$ cat src/rtl/da_tap_serializer.sv
// da_tap_serializer: input feeder for the distributed-arithmetic FIR core.
// Accepts one sample per valid/ready handshake into an 8-tap delay line.
// It then walks the taps bit-serially for DATA_W cycles. Each cycle it
// presents one LUT address slice (one bit from every tap) plus framing strobes.
//
// Ports:
//   clk, reset            rising-edge clock, synchronous active-high reset
//   in_valid, in_data     sample offer (two's complement, DATA_W bits)
//   in_ready              accept indication (high in IDLE, low during reset)
//   x1_bit..x8_bit        tap words, x1 newest, x8 oldest
//   slice                 slice[k-1] = xk_bit[bit_idx]
//   slice_valid           slice is valid this cycle
//   bit_idx               current bit position, 0 = LSB
//   slice_msb             current slice holds the sign bits
//   frame_start           pulse with the first slice of a frame
//   frame_done            pulse with the last slice of a frame
module da_tap_serializer #(
   parameter int unsigned DATA_W = 8,
   parameter int unsigned TAPS   = 8
) (
   input  logic              clk,
   input  logic              reset,
   input  logic              in_valid,
   input  logic [DATA_W-1:0] in_data,
   output logic              in_ready,
   output logic [DATA_W-1:0] x1_bit,
   output logic [DATA_W-1:0] x2_bit,
   output logic [DATA_W-1:0] x3_bit,
   output logic [DATA_W-1:0] x4_bit,
   output logic [DATA_W-1:0] x5_bit,
   output logic [DATA_W-1:0] x6_bit,
   output logic [DATA_W-1:0] x7_bit,
   output logic [DATA_W-1:0] x8_bit,
   output logic [TAPS-1:0]   slice,
   output logic              slice_valid,
   output logic [2:0]        bit_idx,
   output logic              slice_msb,
   output logic              frame_start,
   output logic              frame_done
);

   localparam int unsigned IDX_W = 3;
   localparam logic [IDX_W-1:0] LAST_IDX = IDX_W'(DATA_W - 1);

   typedef enum logic {
      IDLE   = 1'b0,
      SERIAL = 1'b1
   } state_t;

   state_t            state;
   logic [DATA_W-1:0] taps [TAPS];
   logic [IDX_W-1:0]  idx;
   logic [IDX_W-1:0]  idx_next;

   assign idx_next = idx + IDX_W'(1);

   // Control FSM, delay line and registered framing strobes
   always_ff @(posedge clk) begin
      if (reset) begin
         state       <= IDLE;
         idx         <= '0;
         slice_valid <= 1'b0;
         slice_msb   <= 1'b0;
         frame_start <= 1'b0;
         frame_done  <= 1'b0;
         for (int i = 0; i < int'(TAPS); i++) begin
            taps[i] <= '0;
         end
      end else begin
         case (state)
            IDLE: begin
               if (in_valid) begin
                  for (int i = int'(TAPS) - 1; i > 0; i--) begin
                     taps[i] <= taps[i-1];
                  end
                  taps[0]     <= in_data;
                  idx         <= '0;
                  state       <= SERIAL;
                  slice_valid <= 1'b1;
                  frame_start <= 1'b1;
                  slice_msb   <= (LAST_IDX == '0);
                  frame_done  <= (LAST_IDX == '0);
               end
            end
            SERIAL: begin
               frame_start <= 1'b0;
               if (idx == LAST_IDX) begin
                  state       <= IDLE;
                  idx         <= '0;
                  slice_valid <= 1'b0;
                  slice_msb   <= 1'b0;
                  frame_done  <= 1'b0;
               end else begin
                  idx        <= idx_next;
                  slice_msb  <= (idx_next == LAST_IDX);
                  frame_done <= (idx_next == LAST_IDX);
               end
            end
            default: begin
               state <= IDLE;
            end
         endcase
      end
   end

   // Ready comes from registered state only; held low while reset is applied
   assign in_ready = (state == IDLE) && !reset;
   assign bit_idx  = idx;

   // One address bit per tap, selected by the current bit position
   always_comb begin
      slice = '0;
      for (int k = 0; k < int'(TAPS); k++) begin
         slice[k] = taps[k][idx];
      end
   end

   assign x1_bit = taps[0];
   assign x2_bit = taps[1];
   assign x3_bit = taps[2];
   assign x4_bit = taps[3];
   assign x5_bit = taps[4];
   assign x6_bit = taps[5];
   assign x7_bit = taps[6];
   assign x8_bit = taps[7];

endmodule

$ cat config.mk
export PLATFORM = sky130hd
export DESIGN_NAME = da_tap_serializer
export DESIGN_NICKNAME = d
export VERILOG_FILES = /design/src/rtl/da_tap_serializer.sv
export SDC_FILE = /design/constraint.sdc
export NUM_CORES = 1
export LEC_CHECK = 0
export BUFFER_PORTS_ARGS = -buffer_cell sky130_fd_sc_hd__buf_2
export CAP_MARGIN = 40
export CORE_UTILIZATION = 46
export DETAILED_ROUTE_END_ITERATION = 8
export PLACE_DENSITY = 0.72
export RECOVER_POWER = 25
export SLEW_MARGIN = 20
export SYNTH_ARGS = -nofsm -noshare
export SYNTH_HDL_FRONTEND = slang
export SYNTH_SLANG_ARGS = --single-unit
$ cat constraint.sdc
create_clock -name clk -period 4.1 [get_ports clk]
set_input_delay 0.82 -clock clk [delete_from_list [all_inputs] [get_ports clk]]
set_output_delay 0.82 -clock clk [all_outputs]
set_load 0.02 [all_outputs]
==> results of run 1 <==
## how the worst max path moves through the flow
stage	start	endpoint	slack (ps)	cells past startpoint
6_report	bit_idx[0]	slice[5]	1080	4
5_1_grt	bit_idx[0]	slice[4]	940	4
4_1_cts	bit_idx[0]	slice[5]	1040	4
3_5_place_dp	bit_idx[0]	slice[5]	1410	4
3_3_place_gp	bit_idx[0]	slice[3]	1100	3
2_1_floorplan	reset	taps[0][0]	980	2
## metrics by stage
step,hold slack (ps),total power [mW]
after global placement,443.3,1.141
after CTS,475.6,1.622
after global routing,508.5,1.673
final,468.1,1.604
after detailed placement,459.4,1.147
after floorplan,585.0,1.062
## cells by family (layout without fill, tap and decap cells)
kind of cell / after synthesis / count (layout)
AOI/OAI and AO/OA: 8 / 8
adders and majority gates: 3 / 3
buffers and inverters: 15 / 111
DFF: 71 / 71
muxes: 24 / 24
and+or+nand+nor: 77 / 77
## worst max-delay path, stage by stage (launching register included)
cell,delay [ps]
dfxtp_1,620
buf_8,240
mux4_1,580
mux2_4,270
buf_2,160
## final cells by class
cell class / instances / share of cell area, %
Timing Repair Buffer: 94 / 12.42
Clock buffer: 14 / 3.874
Multi-Input combinational cell: 112 / 27.98
Sequential cell: 71 / 52.33
Clock inverter: 2 / 0.2540
Tap cell: 96 / 3.049
Inverter: 1 / 0.09527
## registers in the layout, indices dropped and copies added, names as in the netlist
signal       flops
frame_done       1
taps            64
bit_idx          3
state            1
frame_start      1
slice_valid      1
## Yosys cell counts (all sizes together)
library cell	instances	area share, %
clkbuf	8	0.92
ha	3	1.2
o21a	1	0.23
mux4	16	12
dfxtp	7	4.3
edfxtp	64	59
or3b	5	1.3
nor2	1	0.12
mux2	8	3.6
and2	64	12
buf	6	2.0
nand2	1	0.12
a21bo	1	0.31
nand4b	1	0.27
nor3b	1	0.38
inv	1	0.12
a21oi	6	0.92
nand2b	4	0.77
## routing by layer
metal | track usage [%] | share of wire, %
met5 | 0 | 0
met2 | 27.85 | 49
met4 | 8.636 | 1.9
met1 | 21.06 | 42
met3 | 5.390 | 7.0
## power breakdown
| group | internal [mW] | total, mW | switching, mW | leakage [nW] |
|---|---|---|---|---|
| sequential | 0.847 | 0.886 | 0.0390 | 0.752 |
| combinational | 0.0967 | 0.241 | 0.144 | 0.868 |
| clock | 0.235 | 0.477 | 0.241 | 0.0844 |
==> results_dict.tcl, run 1 <==
set metrics [dict create \
    status "complete, but fails checks" \
    violations "capacitance limit, slew limit" \
    setup_tns_ps 0 \
    critPathKind "flop to output port" \
    area_growth_pct 21.07 \
    pre_cts_ws_ps 1412 \
    wirelength_mm 6.042 \
    wire_per_inst_microns 15.49 \
    clk_pin_slew_ps 70 \
    worstHoldPathCells 1 \
    dp_hpwl_mm 3.995 \
    worstMarginPinSlew_ps 2033 \
    synth_compound_area_share_pct 1.461 \
    drtAntennaViolNets 0 \
    ys_types 23 \
    setup.worst_path.end_class "output port" \
    path_max_fanout 12 \
    vias_per_cell 4.936 \
    place.port_buffers 90 \
    drv_cap 1 \
    power-per-cell-area_nw_per_um2 407.0 \
    period_share_pct 73.76 \
    setup_ws_ps 1076 \
    cts_sinks 71 \
    drive_gt1_share_pct 41.50 \
    rows 30 \
    final_nets 303 \
    final_cell_area_sq_um 3940 \
    drc_errors 0 \
    first_pass_iters 4 \
    hp-class "flop to flop" \
    synth_nets 212 \
    detail_route.iter0.violations 110 \
    multi_input_area_sq_um 1102 \
    mostFrequentLayoutCell "buf_2" \
    syn_inst 198 \
    ir_drop_v 0.0002482 \
    insertedDiodeCount 0 \
    synth_area_sq_um 3254 \
    finalHoldViolations 0 \
    synth_warnings 0 \
    avgSynthCellArea_sq_um 16.44 \
    grt_pass1_wl_mm 9.335 \
    dieArea_sq_um 7415 \
    hold_end "frame_start" \
    final_cell_mix "buf_2, edfxtp_1, and2_1" \
    post_cts_buffers 0 \
    rsz0062_at_grt "no" \
    ctsResizeCount 0 \
    grt_pass1_vias 1890 \
    leakage_nw 1.705 \
    finalMaxSlewViolations 65 \
    r2r-start "state" \
    core_sq_um 6832 \
    reg2reg_slack_ps 1500 \
    regArea_sq_um 2062 \
    fin_util_pct 57.67 \
    clock_latency_ps 330 \
    layout_min_cycle_time_ps 3024 \
    finClkSkew_ps 10.65 \
    hp-start "frame_start" \
    crit_path_start_kind "flop" \
    initial_core_util_pct 47.64 \
    cp.required_ps 3280 \
    synth-xor-area-share_pct 0 \
    reg2reg_to "taps[1][12]" \
    grt-ovfl-total 0 \
    reg2regPathDepth 3 \
    grt_max_degree 65 \
    gp_congestion 0.7087 \
    setup_viol_count_final 0 \
    synthAdderAreaFrac_pct 1.153 \
    pin_count 91 \
    synth.area.mux_share_pct 15.69 \
    synth-simple-area-share_pct 15.30 \
    max_freq_ghz 0.3307 \
    clock_path_buffers 2 \
    final_cells 390 \
    die_width_microns 86.11 \
    hold_buffers 0 \
    arrival_ps 2200 \
    synth_top_family_by_area "multiplexers" \
    grt_usage_pct 17.27 \
    slew_headroom_pct -35.50 \
    cts_tree "built" \
    ctsRootBufferMaster "clkbuf_8" \
    dp.cells 373 \
    nFillCells 571 \
    vias 1925 \
    numCtsBuffers 9 \
    place_area_sq_um 3769 \
    ys_seq_area_share_pct 63.36 \
    htree_levels 3 \
    synth-seq-cells 71 \
    die_height_microns 86.11 \
    antenna_found_initial 0 \
]
Note: power is estimated with default switching activity, not from simulation.
==> inputs of run 2 (changes only) <==
Settings changed: ABC_AREA from default to 1, PLACE_DENSITY 0.72 to 0.7.
Clock period 4.1 ns to 2.9 ns, I/O delays scaled along.
==> run 2 against run 1 <==
Net effect:
- the flow still finishes with violations (capacitance limit, slew limit)
- critical path depth is the same
- sequential power grew 41%
- clock skew grew 0.66 ps
- synthesized cell count grew 100%
- first-iteration DRC count grew 35%
- critical path type is now flop to flop
- largest power group unchanged
- highest routed layer unchanged
==> results_dict.tcl, run 2 <==
set metrics [dict create \
    status "complete, but fails checks" \
    violations "capacitance limit, slew limit" \
    synth_top_area_cell "edfxtp_1" \
    ys_types 17 \
    rsz0062_at_grt "no" \
    hp-class "flop to flop" \
    antenna_found_initial 0 \
    finClkSkew_ps 11.31 \
    leakage_nw 2.136 \
    post_cts_buffers 0 \
    drtAntennaViolNets 0 \
    pin_count 91 \
    cts_tree "built" \
    avgSynthCellArea_sq_um 9.510 \
    grt_max_degree 38 \
    synth-edff-count 64 \
    synth_ff_type "edfxtp_1" \
    clk_pin_slew_ps 90 \
    ir_drop_v 0.0002975 \
    dieArea_sq_um 8553 \
    wirelength_mm 7.831 \
    finalHoldViolations 0 \
    synth_warnings 0 \
    ctsRootBufferMaster "clkbuf_8" \
    die_height_microns 92.49 \
    drive_gt1_share_pct 28.98 \
    critPathKind "flop to flop" \
    setup.worst_path.end_class "flop" \
    pre_cts_ws_ps 964.6 \
    cts_sinks 71 \
    final_cell_mix "nand2_1, inv_1, buf_2" \
    nFillCells 715 \
    ys_seq_area_share_pct 54.75 \
    multi_input_area_sq_um 1217 \
    clock_path_buffers 2 \
    period_share_pct 83.95 \
    vias 2765 \
    grt_usage_pct 19.79 \
    core_sq_um 7807 \
    vias_per_cell 4.671 \
    crit_path_start_kind "flop" \
    synth_top_cell_area_share_pct 51.03 \
    grt_pass1_wl_mm 12.86 \
    regArea_sq_um 2062 \
    power-per-cell-area_nw_per_um2 621.4 \
    grt_pass1_vias 2743 \
    place.port_buffers 90 \
    synth_area_leaders "edfxtp_1, nor2_4, nand2_1" \
    setup_tns_ps 0 \
    syn_inst 396 \
    worstMarginPinSlew_ps 1513 \
    mostFrequentLayoutCell "nand2_1" \
    synth_common_cells "nand2_1, inv_1, edfxtp_1" \
    setup_viol_count_final 0 \
    drv_cap 2 \
    path_max_fanout 18 \
    hold_buffers 0 \
    synth-seq-cells 71 \
    cp.required_ps 3000 \
    synth_nets 410 \
    drc_errors 0 \
    ctsResizeCount 0 \
    layout_min_cycle_time_ps 2434 \
    finalMaxSlewViolations 9 \
    dp_hpwl_mm 5.371 \
    p_total_mw 2.805 \
    numCtsBuffers 9 \
    gp_congestion 0.7930 \
    die_width_microns 92.49 \
    yosysMostFrequentCell "nand2_1" \
    insertedDiodeCount 0 \
    synth_area_sq_um 3766 \
    final_nets 499 \
    wire_per_inst_microns 13.23 \
    largest_reg_flops 64 \
    setup_ws_ps 465.6 \
    first_pass_iters 5 \
    area_growth_pct 19.87 \
    rows 32 \
    arrival_ps 2530 \
    largest-register "taps" \
    max_freq_ghz 0.4108 \
    slew_headroom_pct -1.945 \
    clock_latency_ps 350 \
    htree_levels 3 \
    grt-ovfl-total 0 \
    initial_core_util_pct 48.24 \
    detail_route.iter0.violations 148 \
    synthArstFlopShare_pct 0 \
]
[run 2: where the power goes]
group / leakage, nW / internal (mW) / switching (mW)
Sequential: 0.751 / 1.21 / 0.0473
Combinational: 1.25 / 0.168 / 0.406
Clock: 0.135 / 0.577 / 0.400
[run 2: final cells by class]
type                            count  area share (%)
Multi-Input combinational cell    225           26.97
Tap cell                          102           2.827
Inverter                           80           6.652
Clock inverter                      2          0.3880
Timing Repair Buffer               98           11.97
Clock buffer                       14           5.516
Sequential cell                    71           45.68
[run 2: logic make-up (layout without fill, tap and decap cells)]
logic type	Yosys count	in the layout	synth area share, %
and+or+nand+nor	213	213	30.40
buffers and inverters	100	194	12.66
DFF	71	71	54.75
AOI/OAI and AO/OA	9	9	1.196
adders and majority gates	3	3	0.9968
[run 2: final timing paths]
check / from / end / slack (ps) / cells after the start
setup / recovery: state / taps[1][22] / 470 / 4
hold / removal: frame_start / frame_start / 460 / 2
setup reg to reg: state / taps[1][22] / 470 / 4
hold reg to reg: frame_start / frame_start / 460 / 2
[run 2: stage by stage]
step / utilization [%] / area (sq um) / std cells / hold WS (ps)
2_1_floorplan: - / 3770 / 396 / 526.4
3_3_place_gp: 54.58 / 4262 / 575 / 440.8
3_5_place_dp: 54.94 / 4289 / 576 / 445.5
4_1_cts: 58.35 / 4556 / 592 / 460.0
5_1_grt: 57.82 / 4514 / 592 / 464.6
6_report: 57.82 / 4514 / 592 / 462.9
[run 2: critical path: stages, from the launching register on]
cell and delay (ps):
dfxtp_1 450, nor2_1 120, nand2_1 1070, buf_4 450, nor2_1 70
[run 2: routing by layer]
metal  global-route usage [%]  wire (microns)  vias to the layer above
met3                    5.008             500                        8
li1                         -               -                     1383
met4                    6.510              94                        0
met1                    25.83            3462                     1280
met5                        0               0                        -
met2                    32.16            3773                       94
==> inputs of run 3 (changes only) <==
Settings changed: ABC_AREA 1 to 0, PLACE_DENSITY 0.7 to 0.75.
Clock period 2.9 ns to 2.03 ns, I/O delays scaled along.
==> run 3 against run 2 <==
Net effect:
- the run ends with setup timing left
- clock power rose by 27%
- core utilization rose by 1.9 points
- largest cell class unchanged
- sequential cell count did not move
- largest power group unchanged
==> results_dict.tcl, run 3 (same netlist as run 1, synthesis figures left out) <==
set metrics [dict create \
    drive_gt1_share_pct 43.43 \
    max_freq_ghz 0.4531 \
    dieArea_sq_um 7415 \
    violations "setup timing" \
    wirelength_mm 6.377 \
    gp_congestion 0.6807 \
    drv_cap 0 \
    rsz0062_at_grt "yes" \
    vias_per_cell 5.010 \
    p_sw_share_pct 26.17 \
    p_total_mw 3.575 \
    numCtsBuffers 9 \
    grt_usage_pct 18.51 \
    seqPwrFrac_pct 50.0 \
    worstMarginPinSlew_ps 965.3 \
    clock_latency_ps 340 \
    htree_levels 3 \
    grt-ovfl-total 0 \
    p_sw_uw 935.4 \
    period_share_pct 108.7 \
    final_nets 306 \
    finalMaxSlewViolations 0 \
    die_height_microns 86.11 \
    gr-usage-met1_pct 22.37 \
    layout_min_cycle_time_ps 2207 \
    status "complete, but fails checks" \
    insertedDiodeCount 0 \
    crit_path_start_kind "flop" \
    arrival_ps 1800 \
    internal-power_mw 2.640 \
    grt_pass1_wl_mm 10.01 \
    grtUsageMet3_pct 5.294 \
    top_usage_layer "met2" \
    finClkSkew_ps 6.869 \
    clock_path_buffers 2 \
    critPathKind "flop to output port" \
    finalHoldViolations 0 \
    dp_hpwl_mm 4.093 \
    rows 30 \
    die_width_microns 86.11 \
    cp.required_ps 1620 \
    path_max_fanout 6 \
    vias 1969 \
    wire_per_inst_microns 16.23 \
    drc_errors 0 \
    clk_pin_slew_ps 80 \
    ctsRootBufferMaster "clkbuf_8" \
    hp-class "primary input to flop" \
    pwr-share-comb_pct 15.2 \
    area_growth_pct 25.45 \
    pwr-share-clk_pct 34.8 \
    cts_sinks 71 \
    first_pass_iters 4 \
    grt_util_met2_pct 30.74 \
    largest_reg_flops 64 \
    pre_cts_ws_ps 55.96 \
    drtAntennaViolNets 0 \
    core_sq_um 6832 \
    place.port_buffers 90 \
    grt_max_degree 65 \
    hold_buffers 0 \
    slew_headroom_pct 35.65 \
    detail_route.iter0.violations 143 \
    mostFrequentLayoutCell "buf_2" \
    final_cell_mix "buf_2, edfxtp_1, and2_1" \
    pin_count 91 \
    timing.hold.ws_ps 337.1 \
    largest-register "taps" \
    initial_core_util_pct 47.64 \
    setup_ws_ps -177.0 \
    grt_pass1_vias 1977 \
    setup.worst_path.end_class "output port" \
    antenna_found_initial 0 \
    power-per-cell-area_nw_per_um2 875.6 \
    setup_viol_count_final 8 \
    cts_tree "built" \
    ir_drop_v 0.0003978 \
    leakage_nw 1.692 \
]
-- run 3: final cells by class --
type | instances | area (sq um)
Clock buffer | 9 | 123.9
Clock inverter | 7 | 96.34
Fill cell | 580 | 2749
Inverter | 1 | 3.754
Multi-Input combinational cell | 112 | 1072
Sequential cell | 71 | 2066
Tap cell | 96 | 120.1
Timing Repair Buffer | 97 | 600.6
-- run 3: final timing paths --
kind	startpoint	end	slack (ps)	depth (start not counted)
min	in_data[7]	taps[0][7]	340	2
min reg2reg	frame_start	frame_start	470	1
max reg2reg	state	taps[0][13]	120	3
max	bit_idx[0]	slice[4]	-180	4
-- run 3: critical path, stage by stage (launching register included) --
cell	delay, ps
dfxtp_4	400
buf_12	140
mux4_2	500
mux2_4	290
buf_6	130
-- run 3: metrics by stage --
stage	instance area (sq um)	util [%]	setup TNS [ps]	cells
after floorplan	3257	-	0	198
after global placement	3826	56.01	0	375
after detailed placement	3826	56.01	0	375
after CTS	4109	60.15	-1619	393
after global routing	4083	59.76	-1940	393
final	4083	59.76	-1339	393
-- run 3: timing repair --
item,CTS,global route
endpoints found under the setup margin,8,8
gates resized for setup,30,1
setup buffers,1,0
endpoints found under the hold margin,0,0
gates cloned,1,0
-- run 3: power groups by stage --
stage | clock [mW] | sequential [mW] | combinational (mW)
2_1_floorplan | 0 | 1.93 | 0.215
3_3_place_gp | 0 | 1.81 | 0.509
3_5_place_dp | 0 | 1.82 | 0.514
4_1_cts | 1.27 | 1.79 | 0.557
5_1_grt | 1.33 | 1.80 | 0.582
6_report | 1.24 | 1.79 | 0.545
-- run 3: metal layers --
metal,vias to the layer above,part of all wire [%]
li1,912,-
met4,0,1.6
met1,971,41
met2,75,50
met5,-,0
met3,11,7.0
